<file path="config.mk">
export PLATFORM = sky130hd
export DESIGN_NAME = lzma2_job_ctrl
export DESIGN_NICKNAME = d
export VERILOG_FILES = /design/src/rtl/lzma2_pkg.sv /design/src/rtl/lzma2_job_watchdog.sv /design/src/rtl/lzma2_job_ctrl.sv
export SDC_FILE = /design/constraint.sdc
export NUM_CORES = 1
export LEC_CHECK = 0
export CORE_ASPECT_RATIO = 1.25
export CORE_MARGIN = 2
export CORE_UTILIZATION = 54
export DETAILED_ROUTE_END_ITERATION = 7
export PLACE_DENSITY = 0.81
export SYNTH_ARGS = -nofsm -noshare
export SYNTH_HDL_FRONTEND = slang
export SYNTH_HIERARCHICAL = 1
export SYNTH_SLANG_ARGS = --single-unit
</file>
<file path="constraint.sdc">
create_clock -name clk -period 8.4 [get_ports clk]
set_input_delay 2.52 -clock clk [delete_from_list [all_inputs] [get_ports clk]]
set_output_delay 2.52 -clock clk [all_outputs]
set_load 0.01 [all_outputs]
</file>
<file path="src/rtl/lzma2_pkg.sv">
// lzma2_pkg: shared job-controller types, status layout and error codes
package lzma2_pkg;
  localparam int CHUNK_BYTES = 32;
  localparam logic [3:0] ERR_NONE     = 4'h0;
  localparam logic [3:0] ERR_OVERFLOW = 4'h3;
  localparam logic [3:0] ERR_TIMEOUT  = 4'h4;
  localparam logic [3:0] ERR_STALL    = 4'h6;
  typedef enum logic [3:0] {
    ST_IDLE  = 4'd0,
    ST_START = 4'd1,
    ST_LOAD  = 4'd2,
    ST_DRAIN = 4'd3,
    ST_DONE  = 4'd4,
    ST_ERROR = 4'd5
  } job_state_t;
  typedef struct packed {
    logic [15:0] rsvd;
    logic [3:0]  error_code;
    logic [3:0]  warning_flags;
    logic [3:0]  state;
    logic        in_load;
    logic        error;
    logic        done_sticky;
    logic        busy;
  } status_reg_t;
endpackage

</file>
<file path="src/rtl/lzma2_job_watchdog.sv">
// lzma2_job_watchdog: job cycle, stall-run and cumulative stall counters
// Hits fire on the edge that makes a counter reach its limit, so the counters end exactly at the limit.
module lzma2_job_watchdog #(
  parameter int TIMEOUT_CYCLES = 100000,
  parameter int STALL_LIMIT    = 1000
) (
  input  logic        clk,
  input  logic        rst,
  input  logic        clear,
  input  logic        count_en,
  input  logic        stall,
  output logic [31:0] cycles,
  output logic [31:0] stall_cycles,
  output logic        timeout_hit,
  output logic        stall_hit
);
  logic [31:0] cycles_q, cycles_d, stall_run_q, stall_run_d, stall_cycles_q, stall_cycles_d;
  always_comb begin
    cycles_d       = clear ? '0 : (count_en && cycles_q != '1) ? cycles_q + 32'd1 : cycles_q;
    stall_run_d    = (clear || !stall) ? '0 : stall_run_q + 32'd1;
    stall_cycles_d = clear ? '0 : (stall && stall_cycles_q != '1) ? stall_cycles_q + 32'd1 : stall_cycles_q;
  end
  always_ff @(posedge clk or posedge rst) begin
    if (rst) begin
      cycles_q       <= '0;
      stall_run_q    <= '0;
      stall_cycles_q <= '0;
    end else begin
      cycles_q       <= cycles_d;
      stall_run_q    <= stall_run_d;
      stall_cycles_q <= stall_cycles_d;
    end
  end
  assign cycles       = cycles_q;
  assign stall_cycles = stall_cycles_q;
  assign timeout_hit  = count_en && cycles_q == 32'(TIMEOUT_CYCLES - 1);
  assign stall_hit    = stall && stall_run_q == 32'(STALL_LIMIT - 1);
endmodule

</file>
<file path="src/rtl/lzma2_job_ctrl.sv">
// lzma2_job_ctrl: sequences one LZMA2 compression job and gates the host->engine chunk handshake
module lzma2_job_ctrl
  import lzma2_pkg::*;
#(
  parameter int INPUT_SIZE     = 32768,
  parameter int TIMEOUT_CYCLES = 100000,
  parameter int STALL_LIMIT    = 1000
) (
  input  logic        clk,
  input  logic        rst,
  input  logic        start,
  input  logic        abort,
  input  logic        in_valid,
  input  logic        in_last,
  input  logic [5:0]  in_last_bytes,
  output logic        in_ready,
  output logic        eng_start,
  output logic        eng_abort,
  output logic        eng_valid,
  input  logic        eng_ready,
  input  logic        eng_done,
  input  logic        eng_err,
  input  logic [3:0]  eng_err_code,
  output logic        busy,
  output logic        done,
  output logic [31:0] status,
  output logic [31:0] total_bytes,
  output logic [31:0] cycles,
  output logic [31:0] stall_cycles
);
  job_state_t  state_q, state_d;
  logic [31:0] total_q, total_d;
  logic [3:0]  err_q, err_d, warn_q, warn_d;
  logic        sticky_q, sticky_d, eng_abort_q, eng_abort_d;
  logic        start_ok, ovf, xfer, stall, timeout_hit, stall_hit;
  status_reg_t st;
  assign busy     = state_q == ST_START || state_q == ST_LOAD || state_q == ST_DRAIN;
  assign start_ok = start && (state_q == ST_IDLE || state_q == ST_ERROR);
  // A full job blocks any further chunk; an oversized last chunk is rejected rather than forwarded.
  assign ovf      = in_valid && (total_q == 32'(INPUT_SIZE) ||
                    (in_last && total_q + 32'(in_last_bytes) > 32'(INPUT_SIZE)));
  assign xfer     = state_q == ST_LOAD && in_valid && eng_ready && !ovf;
  assign stall    = state_q == ST_LOAD && in_valid && !eng_ready;
  assign in_ready  = state_q == ST_LOAD && !ovf ? eng_ready : 1'b0;
  assign eng_valid = state_q == ST_LOAD && !ovf ? in_valid : 1'b0;
  always_comb begin
    state_d  = state_q;
    total_d  = xfer ? total_q + (in_last ? 32'(in_last_bytes) : 32'(CHUNK_BYTES)) : total_q;
    err_d    = err_q;
    warn_d   = warn_q | {3'b000, start && busy};
    sticky_d = sticky_q;
    if (start_ok) begin
      state_d  = ST_START;
      total_d  = '0;
      err_d    = ERR_NONE;
      warn_d   = '0;
      sticky_d = 1'b0;
    end else if (abort && busy) begin
      state_d = ST_IDLE;
    end else begin
      case (state_q)
        ST_START: begin
          state_d = timeout_hit ? ST_ERROR : ST_LOAD;
          err_d   = timeout_hit ? ERR_TIMEOUT : err_q;
        end
        ST_LOAD: begin
          if (xfer && in_last) state_d = ST_DRAIN;
          else if (ovf || stall_hit || timeout_hit) begin
            state_d = ST_ERROR;
            err_d   = ovf ? ERR_OVERFLOW : stall_hit ? ERR_STALL : ERR_TIMEOUT;
          end
        end
        ST_DRAIN: begin
          if (eng_done) begin
            state_d  = ST_DONE;
            sticky_d = 1'b1;
          end else if (eng_err || timeout_hit) begin
            state_d = ST_ERROR;
            err_d   = eng_err ? eng_err_code : ERR_TIMEOUT;
          end
        end
        ST_DONE: state_d = ST_IDLE;
        default: state_d = state_q;
      endcase
    end
  end
  assign eng_abort_d = busy && (abort || state_d == ST_ERROR);
  always_ff @(posedge clk or posedge rst) begin
    if (rst) begin
      state_q     <= ST_IDLE;
      total_q     <= '0;
      err_q       <= '0;
      warn_q      <= '0;
      sticky_q    <= 1'b0;
      eng_abort_q <= 1'b0;
    end else begin
      state_q     <= state_d;
      total_q     <= total_d;
      err_q       <= err_d;
      warn_q      <= warn_d;
      sticky_q    <= sticky_d;
      eng_abort_q <= eng_abort_d;
    end
  end
  lzma2_job_watchdog #(
    .TIMEOUT_CYCLES(TIMEOUT_CYCLES),
    .STALL_LIMIT   (STALL_LIMIT)
  ) u_wd (
    .clk         (clk),
    .rst         (rst),
    .clear       (start_ok),
    .count_en    (busy),
    .stall       (stall),
    .cycles      (cycles),
    .stall_cycles(stall_cycles),
    .timeout_hit (timeout_hit),
    .stall_hit   (stall_hit)
  );
  assign st          = {16'h0, err_q, warn_q, state_q, state_q == ST_LOAD, state_q == ST_ERROR, sticky_q, busy};
  assign status      = st;
  assign eng_start   = state_q == ST_START;
  assign eng_abort   = eng_abort_q;
  assign done        = state_q == ST_DONE;
  assign total_bytes = total_q;
endmodule
</file>
After elaboration in Yosys (flattened, before gate mapping):

Cells that the tools add are included.

* $add $sub $neg: 5
* shift-type cells: 0
* divide/modulo/power cells: 0
* multiplexer cells: 34
* reduce and logical (&&, ||, !) cells: 37
* equality and inequality tests: 17
* magnitude comparators: 1
* bitwise operators: 1
* multipliers: 0

Operators with widths (count)
* 32-bit 2-to-1 mux: 7
* 32-bit by 1-bit adder with 32-bit output (second input constant): 3
* 32-bit by 6-bit adder with 32-bit output: 2
* 32-bit != test (second input constant): 2
* 4-bit 2-to-1 mux: 15
* 32-bit by 10-bit == test with 1-bit output (second input constant): 1
* 32-bit by 16-bit == test with 1-bit output (second input constant): 1
* 32-bit by 17-bit == test with 1-bit output (second input constant): 1
* 32-bit by 16-bit greater-than comparator with 1-bit output (second input constant): 1
* 1-bit logical AND: 16
* 4-bit one-hot mux with 4 select lines: 1
* 4-bit by 3-bit == test with 1-bit output (second input constant): 3
* 4-bit one-hot mux with 3 select lines: 1
* 2-bit nonzero test: 5
* 1-bit logical OR: 9
* 3-bit by 1-bit != test with 1-bit output (second input constant): 3
* 4-bit by 2-bit == test with 1-bit output (second input constant): 2
* 7-bit AND reduction: 1
* 1-bit 2-to-1 mux: 6
* 3-bit 2-to-1 mux: 2
* 6-bit 2-to-1 mux: 1
* 3-bit by 2-bit != test with 1-bit output (second input constant): 2
* 4-bit by 1-bit == test with 1-bit output (second input constant): 1
* 4-bit logical NOT: 1
* other kinds (6): 8

* output and inout port bits: 134
* bits in writable memories: 0
* bits in registers: 142
* logic and storage cells: 104
* input port bits: 19
* ROM bits: 0
* bits in latches: 0
* memories: 0

Longest topological paths before layout:

* depth after elaboration: 15
* gate-level depth with buffers: 15
* depth with buffers taken out: 13

By module:

Netlist, hierarchy kept.

Modules (own cells, without submodules)
* lzma2_job_watchdog: cells an instance 566, area an instance 5275.1 um^2, times used 1
* lzma2_job_ctrl: cells an instance 481, area an instance 3827.4 um^2, times used 1

Least setup slack after synthesis:

Ideal clock, no wire load.

* kind: input -> output
* start point: input in_last_bytes[4]
* end point: output eng_valid
* path buffers: 1
* data arrival time: 5089 ps
* data required time: 5880 ps
* slack: 791 ps
* stages: 10
* cells stage by stage: ha_1 a21oi_1 nand2_1 a31oi_1 mux2_1 a2111oi_0 a41oi_1 o31ai_4 buf_4 and3_1

* word-level cells in the longest chain between the ends: 8

RTL lines
* start, declared: line lzma2_job_ctrl.sv:15 `input logic [5:0] in_last_bytes,`
* 32-bit by 6-bit adder with 32-bit output: line lzma2_job_ctrl.sv:41 `(in_last && total_q + 32'(in_last_bytes) > 32'(INPUT_SIZE)));`
* 32-bit by 16-bit greater-than comparator with 1-bit output: line lzma2_job_ctrl.sv:41
* 1-bit logical AND: line lzma2_job_ctrl.sv:41
* 1-bit logical OR: line lzma2_job_ctrl.sv:40 `assign ovf = in_valid && (total_q == 32'(INPUT_SIZE) ||`
* 1-bit logical AND: line lzma2_job_ctrl.sv:40
* 1-bit logical NOT: line lzma2_job_ctrl.sv:45 `assign eng_valid = state_q == ST_LOAD && !ovf ? in_valid : 1'b0;`
* 1-bit logical AND: line lzma2_job_ctrl.sv:45
* 1-bit 2-to-1 mux: line lzma2_job_ctrl.sv:45
* end, declared: line lzma2_job_ctrl.sv:19 `output logic eng_valid,`

Every way passes these cells.

Worst setup path after layout:

* start point: input in_last_bytes[0]
* end point: output in_ready

* word-level cells in the longest chain between the ends: 8

RTL lines
* 32-bit by 6-bit adder with 32-bit output: line lzma2_job_ctrl.sv:41
* 32-bit by 16-bit greater-than comparator with 1-bit output: line lzma2_job_ctrl.sv:41
* 1-bit logical AND: line lzma2_job_ctrl.sv:41
* 1-bit logical OR: line lzma2_job_ctrl.sv:40
* 1-bit logical AND: line lzma2_job_ctrl.sv:40
* 1-bit logical NOT: line lzma2_job_ctrl.sv:44 `assign in_ready = state_q == ST_LOAD && !ovf ? eng_ready : 1'b0;`
* 1-bit logical AND: line lzma2_job_ctrl.sv:44
* 1-bit 2-to-1 mux: line lzma2_job_ctrl.sv:44
* end, declared: line lzma2_job_ctrl.sv:16 `output logic in_ready,`

Every way passes these cells.

==> flow_summary.ini <==
[run_status]
run_status = completed

[clocking]
cts_hold_repair.buffers = 0
clock-sinks = 139
htree_num_levels = 4
root_buffer = sky130_fd_sc_hd__clkbuf_16
worst_setup_hold_path_clk_slew_ns = 0.06
clock_tree_from_tritoncts = yes
tritoncts.num_buffers = 17
clock_insertion_delay_worst_skew_ns = 0.43
clk_path_buf_depth = 2

[synth]
synthTopCellsByArea = sky130_fd_sc_hd__dfrtp_1 (38%), sky130_fd_sc_hd__a21oi_1 (4.2%), sky130_fd_sc_hd__nor2_1 (3.7%)
combinational_family_with_the_most_area_after_synthesis = simple AND/OR/NAND/NOR gates
synthDominantCellAreaShare = 0.382
synth.mux.area_fraction = 0.0159
yosysTopAreaCell = sky130_fd_sc_hd__dfrtp_1
post_synth_xor_area_fraction = 0.0606
synth.lib_cells_used.distinct = 83
synthesized_area_fraction_occupied_by_ao_oa_aoi_and_oai_cells = 0.158
synth_simple_gate_area_frac = 0.301
yosys_register_bits = 139
prevailing_post_synth_register_cell = sky130_fd_sc_hd__dfrtp_1
syn_avg_cell_area_sq_um = 8.69
seq_area_frac_synth = 0.382
synthesis.area_sq_um = 9100
ys_warn_count = 6
post-synth-top-count-cell = sky130_fd_sc_hd__dfrtp_1
post_synth_most_frequent_cells = sky130_fd_sc_hd__dfrtp_1 (139), sky130_fd_sc_hd__nor2_1 (90), sky130_fd_sc_hd__nand2_1 (86)
synth_edf_count = 0
synth-adder-area-share = 0.0250
synthCells = 1047
async_reset_ff_frac = 1.00

[sta]
setup_violations = 0
worst_pin_slew_ns = 1.16
final_critical_path_setup_slack_ns = 0.216
finalHoldViolCount = 0
relSlewSlack = 0.221
report.final.slew_viol_count = 0
setup_total_negative_slack_ns = 0
clock_skew_ns = 0.0130
period_minus_slack_ns = 8.18
rsz0062_at_grt = no
timing.final.crit_share = 0.974
maximum_clock_frequency_mhz = 122

[flow_run]
number_of_max_capacitance_violations_reported = 0

[floorplanning]
die_h_um = 149
core.rowCount = 53
initial_core_util = 0.547
ioPinCount = 153
floorplan.die.width_um = 120
floorplan.core_area_sq_um = 16600
die_area_sq_um = 17900

[pwr]
post-layout-total-power_uw = 2130
cell_area_power_density_nw_per_um2 = 192
vdd.ir_drop.worst_mv = 0.152
static-leakage-power_uw = 0.00440

[cells_and_area]
layout.core_utilization = 0.668
antenna_cells = 0
post_layout_nonfiller_instances = 1391
final_net_count = 1194
nFillCells = 1371
flip_flop_and_latch_area_sq_um = 3480
areaGrowthSynthToFinish_pct = 22.1
footprint_of_the_multi_input_gates_sq_um = 5200
drive_gt1_frac = 0.0828

[setup_path]
critical_path_class = in2out
crit_path_max_fanout = 3
crit_required_ns = 5.88
arrival_ns = 5.66
critical_path.startpoint_type = input pin
worstSetupEndpointType = output port

[global_routing]
global_route.overflow_total = 0
total_track_usage = 0.292
vias_in_the_first_global_route = 8423
grt_start_max_net_pins = 91
wire_length_of_the_first_global_routing_pass_mm = 42.1
antenna_found_initial = 0

[detailed_routing]
remaining_drcs = 0
drt_iter0_markers = 578
avgRoutedWirePerCell_um = 18.6
wl_mm = 25.9
ant_nets = 0
vias = 8735
drt-vias-per-instance = 6.28
detail_route.first_pass.iterations = 5

[min_path]
hold_class = reg2reg

[placement]
gpl.final_weighted_congestion = 0.969
post-place-ws_ns = -0.210
io_buffer_count = 133
dpl.hpwl_mm = 18.1
placedCellCount = 1356
## metal layers
| metal | routed length, um | GRT usage | vias up |
|---|---|---|---|
| li1 | - | - | 4066 |
| met1 | 10800 | 0.372 | 4289 |
| met2 | 12600 | 0.490 | 329 |
| met3 | 1840 | 0.0577 | 51 |
| met4 | 664 | 0.115 | 0 |
| met5 | 0 | 0 | - |
## cell type report
class | count | area share
clock buffers | 19 | 0.0408
well taps | 220 | 0.0248
multi-input cells | 822 | 0.468
inverters | 27 | 0.00934
repair buffers | 151 | 0.132
clock inverters | 13 | 0.0118
flip-flops and latches | 139 | 0.313
## path summary, 6_finish.rpt
| path | startpoint | endpoint | slack, ns | cells after the start |
|---|---|---|---|---|
| min | u_wd/stall_run_q[0] | u_wd/stall_run_q[0] | 0.47 | 1 |
| max in group asynchronous | rst | u_wd/cycles[18] | 4.67 | 3 |
| max reg2reg | state_q[2] | err_q[3] | 4.17 | 14 |
| min in group asynchronous | rst | u_wd/stall_run_q[18] | 2.48 | 2 |
| min reg2reg | u_wd/stall_run_q[0] | u_wd/stall_run_q[0] | 0.47 | 1 |
| max | in_last_bytes[0] | in_ready | 0.22 | 15 |
## report_power, final
part / leakage (uW) / internal, uW / switching, uW
logic: 0.00219 / 239 / 377
clock network: 0.000278 / 429 / 312
registers: 0.00193 / 706 / 66.0
total: 0.00440 / 1370 / 755
## flip-flops by register name (all words and copies together) (netlist names)
signal,count
total_bytes,32
u_wd/cycles,32
u_wd/stall_cycles,32
u_wd/stall_run_q,32
err_q,4
state_q,4
eng_abort,1
sticky_q,1
warn_q,1
## critical path, stage by stage
cell	delay (ns)
sky130_fd_sc_hd__clkdlybuf4s50_1	0.49
sky130_fd_sc_hd__ha_1	0.17
sky130_fd_sc_hd__inv_1	0.06
sky130_fd_sc_hd__fa_2	0.35
sky130_fd_sc_hd__nor2b_1	0.15
sky130_fd_sc_hd__o211ai_1	0.12
sky130_fd_sc_hd__and2_4	0.20
sky130_fd_sc_hd__or3_1	0.39
sky130_fd_sc_hd__a21oi_2	0.16
sky130_fd_sc_hd__a41oi_2	0.18
sky130_fd_sc_hd__o31ai_4	0.29
sky130_fd_sc_hd__buf_4	0.16
sky130_fd_sc_hd__a21boi_2	0.06
sky130_fd_sc_hd__nor2_1	0.10
sky130_fd_sc_hd__dlygate4sd2_1	0.26
## cells by family (layout without fill, tap and decap cells)
group | count (synthesis) | count (layout)
AND/OR/NAND/NOR | 491 | 491
AO/OA/AOI/OAI | 218 | 218
buffers and inverters | 104 | 210
adder cells (fa/ha/maj) | 17 | 17
other | 1 | 19
XOR/XNOR | 63 | 63
multiplexers | 14 | 14
flip-flops | 139 | 139
## placed cells by master (no fill, tap or decap), drive strengths merged, types with 38 or more instances in the layout
cell type / Yosys / routed
nand4: 53 / 53
clkdlybuf4s50: 0 / 131
nor2: 91 / 91
nand3: 58 / 58
dfrtp: 139 / 139
nand2: 87 / 87
xor2: 38 / 38
a21oi: 77 / 77
o21ai: 42 / 42
## metrics by stage
stage	instance area (sq um)	hold WS, ns
5_1_grt	11100	0.483
3_5_place_dp	10500	0.474
4_1_cts	11100	0.483
3_3_place_gp	10500	0.458
6_report	11100	0.468
2_1_floorplan	9170	0.433
## timing repair
action | 4_1_cts | 5_1_grt
gates resized for setup | 4 | 5
pin swaps | 2 | 2
endpoints found under the setup margin | 2 | 2
gates cloned | 0 | 0
setup buffers | 2 | 1
No activity file was read; power rests on OpenSTA's default activity.
